$ cat config.mk
export PLATFORM = sky130hd
export DESIGN_NAME = w_fetch_seq
export DESIGN_NICKNAME = d
export VERILOG_FILES = /design/src/rtl/fnn_pkg.sv /design/src/rtl/w_skid_fifo.sv /design/src/rtl/w_fetch_seq.sv
export SDC_FILE = /design/constraint.sdc
export NUM_CORES = 1
export LEC_CHECK = 0
export ABC_AREA = 1
export ABC_CLOCK_PERIOD_IN_PS = 1800
export CORE_UTILIZATION = 50
export CTS_CLUSTER_SIZE = 30
export DETAILED_ROUTE_END_ITERATION = 16
export GPL_ROUTABILITY_DRIVEN = 0
export MAX_ROUTING_LAYER = met4
export PLACE_DENSITY = 0.87
export SETUP_SLACK_MARGIN = 0.4
export SYNTH_ARGS = -nofsm -noshare
export SYNTH_HDL_FRONTEND = slang
export SYNTH_SLANG_ARGS = --single-unit
$ cat constraint.sdc
create_clock -name clk -period 1.8 [get_ports clk]
set_input_delay 0.27 -clock clk [delete_from_list [all_inputs] [get_ports clk]]
set_output_delay 0.27 -clock clk [all_outputs]
set_load 0.05 [all_outputs]
$ cat src/rtl/fnn_pkg.sv
// Shared defaults and types for the feed-forward NN weight path.
package fnn_pkg;

   localparam int FNN_DATA_W = 16;

   typedef enum logic [1:0] {
      WF_IDLE  = 2'd0,
      WF_FETCH = 2'd1,
      WF_DRAIN = 2'd2
   } wf_state_t;

endpackage

$ cat src/rtl/w_skid_fifo.sv
// Two-entry FIFO, flow-through when empty (zero latency); head holds while out_rdy is low.
// Writes are never refused: the producer keeps occupancy plus outstanding writes <= 2.
module w_skid_fifo #(
   parameter int W = 17
) (
   input  logic         clk,
   input  logic         rst_n,
   input  logic         in_vld,
   input  logic [W-1:0] in_dat,
   output logic         out_vld,
   output logic [W-1:0] out_dat,
   input  logic         out_rdy,
   output logic [1:0]   cnt
);

   logic [W-1:0] ent0;
   logic [W-1:0] ent1;
   logic [1:0]   cnt_q;
   logic         empty;
   logic         push;
   logic         pop;

   assign empty   = (cnt_q == 2'd0);
   assign out_vld = empty ? in_vld : 1'b1;
   assign out_dat = empty ? (in_vld ? in_dat : '0) : ent0;
   assign pop     = !empty && out_rdy;
   // An empty FIFO with a ready consumer passes the word straight through.
   assign push    = in_vld && !(empty && out_rdy);
   assign cnt     = cnt_q;

   always_ff @(posedge clk or negedge rst_n) begin
      if (!rst_n) begin
         ent0  <= '0;
         ent1  <= '0;
         cnt_q <= 2'd0;
      end else begin
         unique case ({push, pop})
            2'b10: begin
               if (empty) ent0 <= in_dat;
               else       ent1 <= in_dat;
               cnt_q <= cnt_q + 2'd1;
            end
            2'b01: begin
               ent0  <= ent1;
               cnt_q <= cnt_q - 2'd1;
            end
            2'b11: begin
               if (cnt_q == 2'd1) begin
                  ent0 <= in_dat;
               end else begin
                  ent0 <= ent1;
                  ent1 <= in_dat;
               end
            end
            default: ;
         endcase
      end
   end

endmodule

$ cat src/rtl/w_fetch_seq.sv
// Weight fetch sequencer: streams NUM_WEIGHT words to the MAC, first beat 2 cycles after start, w_ready backpressure.
// Optional W_FETCH_CHECKSUM_EN adds a wrap-around sum of delivered weights on w_sum.
module w_fetch_seq
   import fnn_pkg::*;
#(
   parameter int NUM_WEIGHT = 30,
   parameter int ADDR_W     = $clog2(NUM_WEIGHT),
   parameter int DATA_W     = FNN_DATA_W
) (
   input  logic              clk,
   input  logic              rst_n,
   input  logic              start,
   output logic              busy,
   output logic              done,
   output logic              mem_ren,
   output logic [ADDR_W-1:0] mem_radd,
   input  logic [DATA_W-1:0] mem_wout,
   output logic [DATA_W-1:0] w_data,
   output logic              w_valid,
   input  logic              w_ready,
   output logic              w_last,
   output logic [DATA_W-1:0] w_sum
);

   localparam logic [ADDR_W-1:0] LAST_ADDR = ADDR_W'(NUM_WEIGHT - 1);

   wf_state_t         state;
   wf_state_t         state_n;
   logic [ADDR_W-1:0] addr;
   logic              inflight;
   logic              inflight_last;
   logic              done_q;
   logic              start_acc;
   logic              issue;
   logic              hs;
   logic [1:0]        fifo_cnt;
   logic [2:0]        occ;
   logic [DATA_W:0]   head;

   assign busy      = (state != WF_IDLE);
   // The done cycle already shows busy low, but a start there is still refused.
   assign start_acc = start && (state == WF_IDLE) && !done_q;
   assign occ       = {1'b0, fifo_cnt} + {2'b00, inflight};
   assign hs        = w_valid && w_ready;
   assign mem_ren   = issue;
   assign mem_radd  = issue ? addr : '0;
   assign done      = done_q;
   assign w_data    = head[DATA_W-1:0];
   assign w_last    = head[DATA_W];

   always_comb begin
      state_n = state;
      issue   = 1'b0;
      unique case (state)
         WF_IDLE: begin
            if (start_acc) state_n = WF_FETCH;
         end
         WF_FETCH: begin
            // Never let buffered plus returning words exceed the two FIFO slots.
            if (occ < 3'd2) begin
               issue = 1'b1;
               if (addr == LAST_ADDR) state_n = WF_DRAIN;
            end
         end
         WF_DRAIN: begin
            if (hs && w_last) state_n = WF_IDLE;
         end
         default: state_n = WF_IDLE;
      endcase
   end

   always_ff @(posedge clk or negedge rst_n) begin
      if (!rst_n) begin
         state         <= WF_IDLE;
         addr          <= '0;
         inflight      <= 1'b0;
         inflight_last <= 1'b0;
         done_q        <= 1'b0;
      end else begin
         state         <= state_n;
         inflight      <= issue;
         inflight_last <= issue && (addr == LAST_ADDR);
         done_q        <= (state == WF_DRAIN) && hs && w_last;
         if (start_acc)
            addr <= '0;
         else if (issue)
            addr <= (addr == LAST_ADDR) ? '0 : addr + ADDR_W'(1);
      end
   end

   w_skid_fifo #(
      .W (DATA_W + 1)
   ) u_fifo (
      .clk     (clk),
      .rst_n   (rst_n),
      .in_vld  (inflight),
      .in_dat  ({inflight_last, mem_wout}),
      .out_vld (w_valid),
      .out_dat (head),
      .out_rdy (w_ready),
      .cnt     (fifo_cnt)
   );

`ifdef W_FETCH_CHECKSUM_EN
   logic [DATA_W-1:0] sum_q;

   always_ff @(posedge clk or negedge rst_n) begin
      if (!rst_n)
         sum_q <= '0;
      else if (start_acc)
         sum_q <= '0;
      else if (hs)
         sum_q <= sum_q + w_data;
   end

   assign w_sum = sum_q;
`else
   assign w_sum = '0;
`endif

endmodule

==> results.toml, run 1 <==
[synthesis]
ys_seq_area_share_pct = 43.5
yosysMostFrequentCell = "nand2_1"
ys_types = 23
synth_top_flop_cell = "dfrtp_1"
async_flop_share_pct = 100
ys_top_cells_by_area = "dfrtp_1, nand2_1, nand3_1"
syn_inst = 360
synth-edff-count = 0
netlist.area_leader.share_pct = 43.5
yosysTopAreaCell = "dfrtp_1"
yosysWarnings = 0
ys_ff_latch = 46
synth_commonest_cells = "nand2_1, dfrtp_1, nand3_1, inv_1, o21ai_0"
syn_area_sq_mm = 0.00265
syn_area_per_cell_sq_um = 7.36

[die]
die_w_um = 74.8
start_util_pct = 51.9
dieArea_sq_mm = 0.00559
die_y_um = 74.8
pin_count = 62
rows = 26
coreArea_sq_mm = 0.00511

[global_route]
antenna_found_initial = 0
grt_pass1_wl_um = 15100
grt_use_total_pct = 38.5
grt_max_degree = 32
grt.overflow.total = 0
grt_pass1_vias = 3025

[cells_and_area]
n_fill_cell = 119
drive_gt1_share_pct = 50.9
syn_to_final_growth_pct = 84.4
final_cells = 528
n_antenna_cell = 0
final_nets = 482
stdcell_area_sq_mm = 0.00488

[route]
avgViaCountPerCell = 6.69
drt_iter0_markers = 423
routed_wl_um = 14000
drc = 0
detail-route-antenna-nets = 0
dr.pass1.iters = 7
wl_per_cell_um = 26.5
vias = 3533

[timing]
finalCriticalPeriod_ns = 1.96
max_clock_freq_ghz = 0.511
drv_slew = 0
clock_skew_ns = 0.0138
holdWs_ns = -0.00139
rsz0062_at_grt = "yes"
finalWorstSetupSlack_ns = -0.156
post-route-period-util_pct = 109
tightest_slew_ns = 0.744
setup_viol = 49
hold_violations = 5
relSlewSlack_pct = 50.4

[clocking]
ctsHoldBuffers = 0
htreeDepth = 2
root_buffer = "clkbuf_8"
clock_sinks = 46
cts-buffers-inserted = 5
clockBufferDepth = 2
clk_pin_slew_ns = 0.10
clock_latency_ns = 0.33
tritoncts = "done"

[power]
vdd_drop_max_mv = 1.61
power_leakage_nw = 2.33
cellPowerDensity_mw_per_mm2 = 2190

[placed_design]
post-place-ws_ns = 0.0913
io_buffers = 45
placed_cell_area_sq_mm = 0.00362
dp_hpwl_um = 4660
dp_cells = 474

[critical_path]
crit_required_ns = 1.53
worstSetupPathType = "reg -> out"
cp_max_fo = 11
arrival_ns = 1.69
crit_path_start_kind = "flop"
crit_path_end_kind = "output port"

[run_status]
status = "complete, but fails checks"
violations = "hold timing, setup timing"

[run]
max-cap-violations = 0

[worst_hold_path]
worstHoldPathType = "in -> async"
-- area by class of cell --
cell class                 instances  area [sq um]  area share (%)
clock buffer                       5          68.8            1.41
clock inverter                     3          45.0           0.922
inverter                          43           175            3.59
multi-input combinational        261          2020            41.3
sequential                        46          1150            23.6
tap                               70          87.6            1.79
timing repair buffer              99          1330            27.3
timing repair inverter             1          7.51           0.154
-- critical path: stages (launching register included) --
cell     delay, ns
dfrtp_1       0.41
inv_2         0.10
ha_4          0.28
inv_6         0.07
buf_12        0.16
nand2_2       0.10
o21ai_4       0.08
buf_12        0.15
-- timing repair --
action                     CTS  global route
pin swaps                   18            36
buffers inserted            25            10
gates cloned                 9             2
gates resized for setup     85           109
setup endpoints to repair   62            67
-- flip-flops by register name, indices dropped and copies added, names as in the netlist --
signal / flops
u_fifo.ent0: 17
u_fifo.ent1: 17
addr: 5
state: 2
u_fifo.cnt: 2
done: 1
inflight: 1
inflight_last: 1
-- placed cells by master, fill, tap and decap left out, drive strengths merged --
cell             n
nand3           47
conb            16
clkdlybuf4s50   18
clkdlybuf4s15    1
xor2             2
o21ai           24
nand2          122
a21oi            5
buf             78
ha               5
bufinv           1
nor2            25
o211ai           1
inv             42
clkinvlp         4
nand4            3
nand3b          11
clkbuf           7
dfrtp           46
-- layer usage --
layer  up-vias  track usage (%)  part of all wire, %
met5         -                -                    0
met4         0             22.2                  9.6
met3       166             9.50                   11
met2       403             65.9                   46
met1      1664             40.2                   33
li1       1300                -                    -
-- where the power goes --
part | switching [W] | internal (W) | total [W]
logic | 0.00458 | 0.00331 | 0.00789
clock network | 0.000407 | 0.000414 | 0.000821
registers | 0.000518 | 0.00150 | 0.00202
-- metrics by stage --
stage                     total power (W)  setup TNS (ns)  utilization [%]
after CTS                         0.00898          -0.184             85.3
after floorplan                   0.00514               0                -
after global routing               0.0110           -7.11             95.6
final                              0.0107           -3.96             95.6
after global placement            0.00687               0             70.9
after detailed placement          0.00703               0             70.9
-- cell families (layout without fill, tap and decap cells) --
logic type,count (synthesis),after routing,share of synthesized area [%]
xor+xnor,2,2,0.661
compound gates,30,30,5.76
flops,46,46,43.5
simple gates,203,208,34.2
other cells,1,16,0.142
buf+inv,73,151,13.5
fa+ha+maj,5,5,2.36
-- final timing paths --
check,from,endpoint,slack (ns),cells past startpoint
setup / recovery,u_fifo.cnt[0],w_data[12],-0.16,7
hold / removal,rst_n,u_fifo.ent1[10],-0.001,1
setup reg to reg,u_fifo.cnt[0],u_fifo.ent0[15],-0.15,9
hold reg to reg,inflight_last,u_fifo.ent1[16],0.55,2
max in group asynchronous,rst_n,u_fifo.ent0[5],1.15,2
min in group clk,inflight_last,u_fifo.ent1[16],0.55,2
(Power assumes the default switching activity.)
==> inputs of run 2 (changes only) <==
CAP_MARGIN = 20   (was not set)
==> results of run 2 <==
Same layout as run 1: the final DEF is identical, and so are final timing and power.
==> inputs of run 3 (changes only) <==
ABC_CLOCK_PERIOD_IN_PS = 2100   (was 1800)
clock period = 2.1 ns   (was 1.8 ns; I/O delays follow)
==> run 3 against run 2 <==
Net effect: the flow now finishes without violations; register-to-register slack gained 0.47 ns; core utilization fell by 17 points; non-clock buffer count is 24 lower; worst hold slack improved by 0.44 ns; total power shrank 32%; die area unchanged; cell area is 17% lower; sequential share of layout area is 4.9 points higher; clock skew fell by 0.0074 ns; critical path depth decreased by 1; highest routed layer unchanged.
==> results.toml, run 3 (synthesis results as in run 1) <==
[cells_and_area]
layout.cells.most_common = "nand2_1"
final_cell_mix = "nand2_1, nand3_1, dfrtp_1, inv_1, buf_12"
final_nets = 453
drive_gt1_share_pct = 27.7
n_antenna_cell = 0
largestRegisters = "u_fifo.ent0 (17), u_fifo.ent1 (17), addr (5)"
syn_to_final_growth_pct = 52.4

[clocking]
htreeDepth = 2
clock_sinks = 46
clk_pin_slew_ns = 0.09
root_buffer = "clkbuf_8"
clockBufferDepth = 2
cts-buffers-inserted = 5
clock_latency_ns = 0.30
tritoncts = "done"

[route]
vias = 2638
wl_per_cell_um = 15.0
drc = 0
drt_iter0_markers = 225
dr.pass1.iters = 4
avgViaCountPerCell = 5.29
detail-route-antenna-nets = 0
routed_wl_um = 7470

[global_route]
grt_pass1_wl_um = 11600
grt_use_total_pct = 29.0
antenna_found_initial = 0
grt_pass1_vias = 2483
grt_max_degree = 22
grt.overflow.total = 0

[die]
pin_count = 62
coreArea_sq_mm = 0.00511
rows = 26
die_y_um = 74.8
dieArea_sq_mm = 0.00559
die_w_um = 74.8
start_util_pct = 51.9

[timing]
setup_viol = 0
drv_slew = 0
finalCriticalPeriod_ns = 1.90
rsz0062_at_grt = "yes"
post-route-period-util_pct = 90.5
hold_violations = 0
fin_setup_tns_ns = 0
clock_skew_ns = 0.00634
max_clock_freq_ghz = 0.526
finalWorstSetupSlack_ns = 0.199

[critical_path]
crit_path_end_kind = "output port"
slowest_delay_ns = 0.40
cp_cell_sequence = "inv_2 > ha_4 > nand2_8 > buf_12 > o21ai_4 > buf_12"
critPathTopFamily = "buffers and inverters"
critPathSlowestCell = "dfrtp_1"
arrival_ns = 1.59
cp_max_fo = 7
worst_path_most_repeated_cell = "buf_12"
rr_worst_depth = 8
path_buf_inv = 3
crit_path_start_kind = "flop"
worstSetupPathType = "reg -> out"
crit_required_ns = 1.78
worst-path-stages = 6

[run]
max-cap-violations = 0

[placed_design]
io_buffers = 45
post-place-ws_ns = 0.236
dp_hpwl_um = 4460

[worst_hold_path]
worstHoldPathType = "in -> async"

[power]
power_leakage_nw = 1.98
vdd_drop_max_mv = 1.15
cellPowerDensity_mw_per_mm2 = 1810

[run_status]
status = "completed"
run 3: cell count changes in the layout (fill, tap and decap cells not counted), moves of 4 or more:
| cell | delta |
|---|---|
| nand3_2 | -17 |
| o21ai_2 | -7 |
| nand2_1 | +45 |
| nand2_4 | -18 |
| buf_12 | -6 |
| inv_1 | +4 |
| nand3_1 | +20 |
| nor2_1 | +4 |
| nand2_8 | -5 |
| buf_6 | -17 |
| o21ai_0 | +6 |
| nand2_2 | -27 |
run 3: per-stage QoR:
step	total power (W)	utilization [%]	area (sq um)	hold slack [ns]	instances
CTS	0.00697	76.4	3900	0.451	491
detailed placement	0.00574	68.3	3490	0.249	471
global route	0.00770	79.1	4040	0.484	499
floorplan	0.00418	-	2860	0.0194	375
finish	0.00730	79.1	4040	0.443	499
global placement	0.00562	68.3	3490	0.239	471
run 3: final timing paths:
check / start / slack [ns] / end
setup / recovery: u_fifo.cnt[0] / 0.20 / w_last
max in group asynchronous: rst_n / 1.08 / inflight
setup reg to reg: u_fifo.cnt[0] / 0.32 / u_fifo.ent0[16]
min in group clk: u_fifo.ent1[4] / 0.51 / u_fifo.ent1[4]
hold / removal: rst_n / 0.44 / u_fifo.ent0[5]
hold reg to reg: u_fifo.ent1[4] / 0.51 / u_fifo.ent1[4]
run 3: area by class of cell:
class                   instances  area (sq um)
inverters                      43           170
clock inverters                 1          30.0
clock buffers                   7          76.3
fillers                       317          1070
multi-input cells             256          1550
well taps                      70          87.6
repair inverters                1          7.51
repair buffers                 75           962
flip-flops and latches         46          1150
run 3: where the power goes:
group | total (W) | switching, W | internal, W
combinational | 0.00506 | 0.00288 | 0.00217
sequential | 0.00159 | 0.000302 | 0.00128
clock | 0.000656 | 0.000299 | 0.000356
total | 0.00730 | 0.00348 | 0.00381
run 3: repair_timing:
action                     4_1_cts  5_1_grt
hold endpoints to repair        14        0
buffers inserted                10        7
hold buffers                     1        0
setup endpoints to repair       45       39
resized for setup               51       22
pin swaps                        3        6
cloned                           1        1
run 3: per-layer routing:
layer  vias to the layer above  track usage (%)  share of wire, %  wire (um)
li1                       1227                -                 -          -
met1                      1278             33.0                38       2850
met2                       115             50.7                53       3970
met3                        18             6.02               5.7        427
met4                         0             10.3               3.0        221
met5                         -                -                 0          0
